$ cat src/rtl/alu_pkg.sv
// rtl/alu_pkg.sv - opcodes and FSM state type shared by the sequential ALU
package alu_pkg;

    localparam logic [3:0] OP_ADD  = 4'd0;
    localparam logic [3:0] OP_SUB  = 4'd1;
    localparam logic [3:0] OP_MULT = 4'd2;
    localparam logic [3:0] OP_DIV  = 4'd3;
    localparam logic [3:0] OP_AND  = 4'd4;
    localparam logic [3:0] OP_OR   = 4'd5;
    localparam logic [3:0] OP_NOR  = 4'd6;
    localparam logic [3:0] OP_XOR  = 4'd7;
    localparam logic [3:0] OP_BNE  = 4'd8;
    localparam logic [3:0] OP_BGT  = 4'd9;
    localparam logic [3:0] OP_BGE  = 4'd10;
    localparam logic [3:0] OP_BLE  = 4'd11;

    typedef enum logic [1:0] {
        ST_IDLE = 2'd0,
        ST_MUL  = 2'd1,
        ST_DIV  = 2'd2,
        ST_DONE = 2'd3
    } state_t;

endpackage

$ cat src/rtl/alu_muldiv_iter.sv
// rtl/alu_muldiv_iter.sv - one-bit-per-cycle shift-add multiplier / restoring divider
module alu_muldiv_iter #(
    parameter int WIDTH = 32
) (
    input  logic             clk,
    input  logic             rst_n,
    input  logic             start,
    input  logic             is_div,
    input  logic [WIDTH-1:0] a,
    input  logic [WIDTH-1:0] b,
    output logic             done,
    output logic [WIDTH-1:0] res_lo,
    output logic [WIDTH-1:0] res_hi,
    output logic             div_zero
);
    localparam int CW = $clog2(WIDTH + 1);

    // hi/lo/opnd are shared: MULT uses {partial high, multiplier->product low, A},
    // DIV uses {remainder, dividend->quotient, B}.
    logic [WIDTH-1:0] hi, lo, opnd;
    logic [CW-1:0]    cnt;
    logic             busy;
    logic             mode_div;

    logic [WIDTH:0]   sum;
    logic [WIDTH:0]   shifted;
    logic [WIDTH:0]   diff;
    logic [WIDTH-1:0] nhi, nlo;

    always_comb begin
        sum     = {1'b0, hi} + (lo[0] ? {1'b0, opnd} : '0);
        shifted = {hi, lo[WIDTH-1]};
        diff    = shifted - {1'b0, opnd};
        nhi     = '0;
        nlo     = '0;
        if (mode_div) begin
            // A zero divisor always "fits", giving all-ones quotient and remainder = A.
            if (shifted >= {1'b0, opnd}) begin
                nhi = diff[WIDTH-1:0];
                nlo = {lo[WIDTH-2:0], 1'b1};
            end else begin
                nhi = shifted[WIDTH-1:0];
                nlo = {lo[WIDTH-2:0], 1'b0};
            end
        end else begin
            nhi = sum[WIDTH:1];
            nlo = {sum[0], lo[WIDTH-1:1]};
        end
    end

    // Final-iteration values are exposed combinationally so the owner can
    // register them on the same edge that ends the operation.
    assign done   = busy && (cnt == CW'(WIDTH - 1));
    assign res_lo = nlo;
    assign res_hi = nhi;

    always_ff @(posedge clk or negedge rst_n) begin
        if (!rst_n) begin
            hi       <= '0;
            lo       <= '0;
            opnd     <= '0;
            cnt      <= '0;
            busy     <= 1'b0;
            mode_div <= 1'b0;
            div_zero <= 1'b0;
        end else if (start) begin
            hi       <= '0;
            lo       <= is_div ? a : b;
            opnd     <= is_div ? b : a;
            cnt      <= '0;
            busy     <= 1'b1;
            mode_div <= is_div;
            div_zero <= is_div && (b == '0);
        end else if (busy) begin
            hi  <= nhi;
            lo  <= nlo;
            cnt <= cnt + CW'(1);
            if (done) begin
                busy <= 1'b0;
            end
        end
    end

endmodule

$ cat src/rtl/alu_seq.sv
// rtl/alu_seq.sv - handshaked ALU with single-cycle ops and iterative MULT/DIV
module alu_seq
    import alu_pkg::*;
#(
    parameter int WIDTH = 32
) (
    input  logic             clk,
    input  logic             rst_n,
    input  logic             in_valid,
    output logic             in_ready,
    input  logic [WIDTH-1:0] in_A,
    input  logic [WIDTH-1:0] in_B,
    input  logic [3:0]       ALU_Control,
    output logic             out_valid,
    input  logic             out_ready,
    output logic [WIDTH-1:0] ALU_Result,
    output logic [WIDTH-1:0] result_hi,
    output logic             zero,
    output logic             div_by_zero
);
    state_t           state;
    logic [WIDTH-1:0] sc_result;
    logic             sc_zero;
    logic             accept;
    logic             md_start;
    logic             md_done;
    logic [WIDTH-1:0] md_lo, md_hi;
    logic             md_dz;

    assign in_ready  = (state == ST_IDLE);
    assign out_valid = (state == ST_DONE);
    assign accept    = in_valid && in_ready;
    assign md_start  = accept && (ALU_Control == OP_MULT || ALU_Control == OP_DIV);

    always_comb begin
        sc_result = '0;
        sc_zero   = 1'b0;
        case (ALU_Control)
            OP_ADD: sc_result = in_A + in_B;
            OP_SUB: begin
                sc_result = in_A - in_B;
                sc_zero   = (in_A == in_B);
            end
            OP_AND: sc_result = in_A & in_B;
            OP_OR:  sc_result = in_A | in_B;
            OP_NOR: sc_result = ~(in_A | in_B);
            OP_XOR: sc_result = in_A ^ in_B;
            OP_BNE: sc_zero   = (in_A != in_B);
            OP_BGT: sc_zero   = (in_A > in_B);
            OP_BGE: sc_zero   = (in_A >= in_B);
            OP_BLE: sc_zero   = (in_A <= in_B);
            default: ;
        endcase
    end

    alu_muldiv_iter #(.WIDTH(WIDTH)) u_muldiv (
        .clk      (clk),
        .rst_n    (rst_n),
        .start    (md_start),
        .is_div   (ALU_Control == OP_DIV),
        .a        (in_A),
        .b        (in_B),
        .done     (md_done),
        .res_lo   (md_lo),
        .res_hi   (md_hi),
        .div_zero (md_dz)
    );

    always_ff @(posedge clk or negedge rst_n) begin
        if (!rst_n) begin
            state       <= ST_IDLE;
            ALU_Result  <= '0;
            result_hi   <= '0;
            zero        <= 1'b0;
            div_by_zero <= 1'b0;
        end else begin
            case (state)
                ST_IDLE: begin
                    if (accept) begin
                        ALU_Result  <= sc_result;
                        result_hi   <= '0;
                        zero        <= sc_zero;
                        div_by_zero <= 1'b0;
                        if (ALU_Control == OP_MULT) begin
                            state <= ST_MUL;
                        end else if (ALU_Control == OP_DIV) begin
                            state <= ST_DIV;
                        end else begin
                            state <= ST_DONE;
                        end
                    end
                end
                ST_MUL, ST_DIV: begin
                    if (md_done) begin
                        ALU_Result  <= md_lo;
                        result_hi   <= md_hi;
                        zero        <= 1'b0;
                        div_by_zero <= md_dz;
                        state       <= ST_DONE;
                    end
                end
                ST_DONE: begin
                    if (out_ready) begin
                        state <= ST_IDLE;
                    end
                end
                default: state <= ST_IDLE;
            endcase
        end
    end

endmodule

$ cat config.mk
export PLATFORM = sky130hd
export DESIGN_NAME = alu_seq
export DESIGN_NICKNAME = d
export VERILOG_FILES = /design/src/rtl/alu_pkg.sv /design/src/rtl/alu_muldiv_iter.sv /design/src/rtl/alu_seq.sv
export SDC_FILE = /design/constraint.sdc
export NUM_CORES = 1
export LEC_CHECK = 0
export CAP_MARGIN = 0
export CORE_ASPECT_RATIO = 1.1
export CORE_MARGIN = 5
export CORE_UTILIZATION = 41
export DETAILED_ROUTE_END_ITERATION = 8
export PLACE_DENSITY_LB_ADDON = 0.1
export SETUP_SLACK_MARGIN = 0.2
export SLEW_MARGIN = 20
export SYNTH_ARGS = -nofsm -noshare
export SYNTH_HDL_FRONTEND = slang
export SYNTH_SLANG_ARGS = --single-unit
$ cat constraint.sdc
create_clock -name clk -period 9 [get_ports clk]
set_input_delay 1.8 -clock clk [delete_from_list [all_inputs] [get_ports clk]]
set_output_delay 1.8 -clock clk [all_outputs]
set_load 0.02 [all_outputs]
# After elaboration in Yosys (flattened, before gate mapping)

Cells that the tools add are included.

Flip-flop bits (word level): 173
Input port bits: 72
Output and inout port bits: 68
Word-level logic and storage cells: 94

Add/sub/neg operators: 5
$lt $le $gt $ge: 4
Equality and inequality tests: 20
Mux-type cells: 36
Bitwise operators: 4
Reductions and logical operators: 13

Operators by type and width:

| operator            | count |
|---|---|
| $mux 32             | 14 |
| $pmux 32 s6         | 1 |
| $pmux 32 s2         | 2 |
| $sub 32x32->32      | 2 |
| $add 32x32->33      | 1 |
| $ge 33x32->1        | 1 |
| $add 32x32->32      | 1 |
| $and 32x32->32      | 1 |
| $eq 32x32->1        | 1 |
| $ge 32x32->1        | 1 |
| $gt 32x32->1        | 1 |
| $le 32x32->1        | 1 |
| $logic_not 32->1    | 1 |
| $ne 32x32->1        | 1 |
| $not 32->32         | 1 |
| $or 32x32->32       | 1 |
| $xor 32x32->32      | 1 |
| $eq 4x3->1 const B  | 4 |
| $eq 4x4->1 const B  | 4 |
| $mux 6              | 2 |
| $mux 1              | 9 |
| $eq 4x2->1 const B  | 2 |
| $mux 2              | 4 |
| $add 6x1->6 const B | 1 |
| other kinds (16)    | 24 |

# Logic depth before layout (Yosys ltp)

Depth after elaboration: 5
Gate-level depth with buffers: 15
Mapped depth without buffers: 14

# Cells and area by module

Synthesis repeated with hierarchy kept, for this count alone.

Cell total of the unflattened synthesis: 2,437
Area total of the unflattened synthesis: 18,647.9 µm²

By module, submodules not included:

| module          | instances | cells an instance | area an instance (µm²) | seq. area each (µm²) |
|---|---|---|---|---|
| alu_muldiv_iter | 1         | 1,241             | 10,029.6               | 2,627.5 |
| alu_seq         | 1         | 1,196             | 8,618.3                | 1,701.6 |

# Least setup slack after synthesis

No wires, ideal clock.

Path type: input to register
From: input port in_A[0]
To: register ALU_Result[30]
Library setup time: 0.129 ns
Arrival time: 4.359 ns
Data required time: 8.871 ns
Setup slack: 4.512 ns
Stages: 12
Path buffers: 0
Cells stage by stage: ha_1 -> fa_1 -> a211oi_2 -> o21ai_1 -> a311o_1 -> a221o_1 -> a31oi_4 -> o21ai_2 -> a221oi_2 -> xnor2_1 -> a211oi_1 -> a21oi_1

Cells in the longest elaborated chain, start to end: 4
Elaborated cells between the ends (all ways): 5
Classes of those cells: add/sub (2); mux (3)

Ends and longest elaborated chain:

| what                                                    | line                         | text |
|---|---|---|
| start, declared                                         | alu_seq.sv:11                | `input logic [WIDTH-1:0] in_A,` |
| $sub 32x32->32 / $add 32x32->32 (equally long branches) | alu_seq.sv:41, alu_seq.sv:39 |  |
| $pmux 32 s6 *                                           | alu_seq.sv:38                | `case (ALU_Control)` |
| $mux 32 *                                               | alu_seq.sv:79                | `if (accept) begin` |
| $pmux 32 s2 *                                           | alu_seq.sv:77                | `case (state)` |
| end signal, assigned                                    | alu_seq.sv:80                | `ALU_Result <= sc_result;` |
| end signal, assigned                                    | alu_seq.sv:95                | `ALU_Result <= md_lo;` |
| end, declared                                           | alu_seq.sv:16                | `output logic [WIDTH-1:0] ALU_Result,` |

Every way passes the cells marked *; elsewhere a longest branch is shown, timed or not. The select of a mux whose other input is x is not followed.
A chain may end at the register's enable or synchronous reset.

# Worst setup path after layout

From: input port in_B[6]
To: register ALU_Result[31]

Cells in the longest elaborated chain, start to end: 4
Elaborated cells between the ends (all ways): 5
Classes of those cells: add/sub (2); mux (3)

Ends and longest elaborated chain:

| what                                                    | line                         | text |
|---|---|---|
| start, declared                                         | alu_seq.sv:12                | `input logic [WIDTH-1:0] in_B,` |
| $sub 32x32->32 / $add 32x32->32 (equally long branches) | alu_seq.sv:41, alu_seq.sv:39 |  |
| $pmux 32 s6 *                                           | alu_seq.sv:38                |  |
| $mux 32 *                                               | alu_seq.sv:79                |  |
| $pmux 32 s2 *                                           | alu_seq.sv:77                |  |

Marks and branches as above.

==> results.ini <==
[setup_path]
ff2ff_setup_slack_ns=4.97
endpoint=ALU_Result[31]
rr_endpoint=u_muldiv.hi[26]
crit_arrival_ns=5.72
critPathLaunch=in_B[6]
path_max_fanout=9
crit_slowest_cell=clkdlybuf4s50_1
critPathKind=primary input to flop
r2r_cells=14
worstReg2RegStart=u_muldiv.lo[31]
cp.required_ns=9.38
path_cells=clkdlybuf4s50_1, inv_1, ha_1, a2111oi_0, o21ai_1, nand2_1, o221ai_1, a21oi_1, a31o_2, nor2_1, a221oi_1, o211ai_1, a221o_1
endpoint_kind=flop
slowest_delay_ns=0.67
startpoint_type=primary input

[grt]
antenna_found_initial=2
grt_usage_pct=29.2
grt_pass1_vias=17300
grt_max_degree=74
grt_remaining_overflow=0
grt_first_pass_wirelength_mm=106

[clock_network]
clockRootBuffer=clkbuf_16
cts_htree_levels=4
cts_resized=0
cts_buffer_depth=2
cts_setup_buffers=0
cts_hold_buf=0
numCtsBuffers=17
cts.sinks=173
cts_tree=built
clock_latency_ns=0.50
clk_pin_slew_ns=0.07

[floorplan]
die_h_um=227
ioPinCount=140
rows=79
fp.dieW_um=207
initial_core_util_pct=41.4
die_area_mm2=0.0470
core-area_mm2=0.0423

[detailed_routing]
drcViolationCount=0
ant_nets=0
drt-pass1-iter-count=6
vias_per_cell=6.11
wl_mm=70.1
routed-via-count=17800
wl_per_cell_um=24.0
first_iter_violations=1555

[synthesis]
synth_area_leaders=dfrtp_1 (25%), ha_1 (12%), a21oi_1 (6.0%)
syn_area_per_cell_um2=7.63
netlist_instances=2297
synth_top_area_share_pct=24.7
synth_top_flop_cell=dfrtp_1
async_flop_share_pct=100
ys_types=86
synth_edf_count=0
ys_seq_elements=173
syn_area_mm2=0.0175
ys_seq_area_share_pct=24.7
yosysTopAreaCell=dfrtp_1
syn_nets=2543
yosysWarningCount=0

[power_and_ir_drop]
netSwitchingFraction_pct=52.4
clkPwrFrac_pct=9.9
cellPowerDensity_mw_per_mm2=404
leakage_nw=8.71
seq_power_share_pct=20.2
pwr-share-comb_pct=69.9
internal_power_mw=3.83
vdd_drop_max_mv=0.273
power.total_mw=8.04
p_sw_mw=4.21

[timing]
rsz0062_at_grt=false
hold_ws_ns=0.474
fin_skew_ns=0.0169
drv_slew=0
relSlewSlack_pct=31.6
hold_violations=0
fmax_mhz=187
worst_pin_slew_ns=1.03
finalSetupTns_ns=0
fin_crit_sh_pct=59.3
setup_violations=0
setup_ws_ns=3.66
min_period_ns=5.34

[finish]
finalInstanceArea_mm2=0.0199
final_common_cell=nand2_1
diodes=0
final_cell_mix=nand2_1 (256), a21oi_1 (209), nor2_1 (186)
layout.cells.non_filler=2917
fin_nets=2583
fin_util_pct=47.1
layout-drive-gt1-share_pct=4.81
synthToLayoutAreaGrowth_pct=13.6

[placed_design]
dp_hpwl_mm=52.7
postPlaceCellArea_mm2=0.0193
dp_cells=2885
pre_cts_slack_ns=3.21
place_congestion=0.966
portBuffers=139

[flow_run]
max-cap-violations=0

[hold_path]
hp-class=flop to flop

[outcome]
status=complete, no violations

==> synth_stat cells (44+ instances only) <==
master,n
a21o_1,44
a21oi_1,209
a31oi_1,48
clkbuf_1,130
dfrtp_1,173
ha_1,170
inv_1,156
mux2i_1,68
nand2_1,256
nor2_1,188
o21ai_0,155
o21ai_1,51
o221ai_1,44
==> power groups by stage <==
stage,Clock (mW),Combinational (mW),Sequential [mW]
2_1_floorplan,0,3.96,1.53
3_3_place_gp,0,5.56,1.62
3_5_place_dp,0,5.59,1.63
4_1_cts,0.811,5.61,1.62
5_1_grt,0.839,6.22,1.68
6_report,0.793,5.62,1.63
==> worst max-delay path: cells and delay by family <==
kind / cells / cell delay (ns)
compound gates: 8 / 2.44
buf+inv: 2 / 0.80
fa+ha+maj: 1 / 0.41
simple gates: 2 / 0.27
==> flip-flops by register name (all words and copies together), names as in the netlist <==
signal	flops
ALU_Result	32
result_hi	32
u_muldiv.hi	32
u_muldiv.lo	32
u_muldiv.opnd	32
u_muldiv.cnt	6
state	2
div_by_zero	1
u_muldiv.busy	1
u_muldiv.div_zero	1
u_muldiv.mode_div	1
zero	1
==> area by class of cell <==
type,instances,area (um2)
Timing Repair Buffer,167,1600
Clock buffer,20,457
Tap cell,567,709
Sequential cell,173,4340
Clock inverter,12,136
Fill cell,4408,22400
Inverter,160,601
Multi-Input combinational cell,1818,12100
==> cell families (layout without fill, tap and decap cells) <==
family	after synthesis	after routing	share of synthesized area [%]
DFF	173	173	24.7
buffers and inverters	306	359	6.65
muxes	88	88	5.17
and+or+nand+nor	683	683	17.7
adders and majority gates	174	174	12.6
xor gates and xnor gates	65	65	3.25
AOI/OAI and AO/OA	808	808	29.9
==> worst min-delay path by stage <==
stage	start	end	cells past startpoint	slack (ns)
floorplan	u_muldiv.div_zero	u_muldiv.div_zero	2	0.44
global placement	result_hi[26]	result_hi[26]	2	0.46
detailed placement	result_hi[26]	result_hi[26]	2	0.46
CTS	result_hi[12]	result_hi[12]	2	0.49
global route	result_hi[27]	result_hi[27]	2	0.51
finish	result_hi[27]	result_hi[27]	2	0.47
==> metal layers <==
metal	global-route usage, %	up-vias	routed length (um)
li1	-	8411	-
met1	39.8	8567	31500
met2	45.9	725	31100
met3	7.00	121	5280
met4	9.60	2	2280
met5	0	-	13
Note: power is estimated with default switching activity, not from simulation.
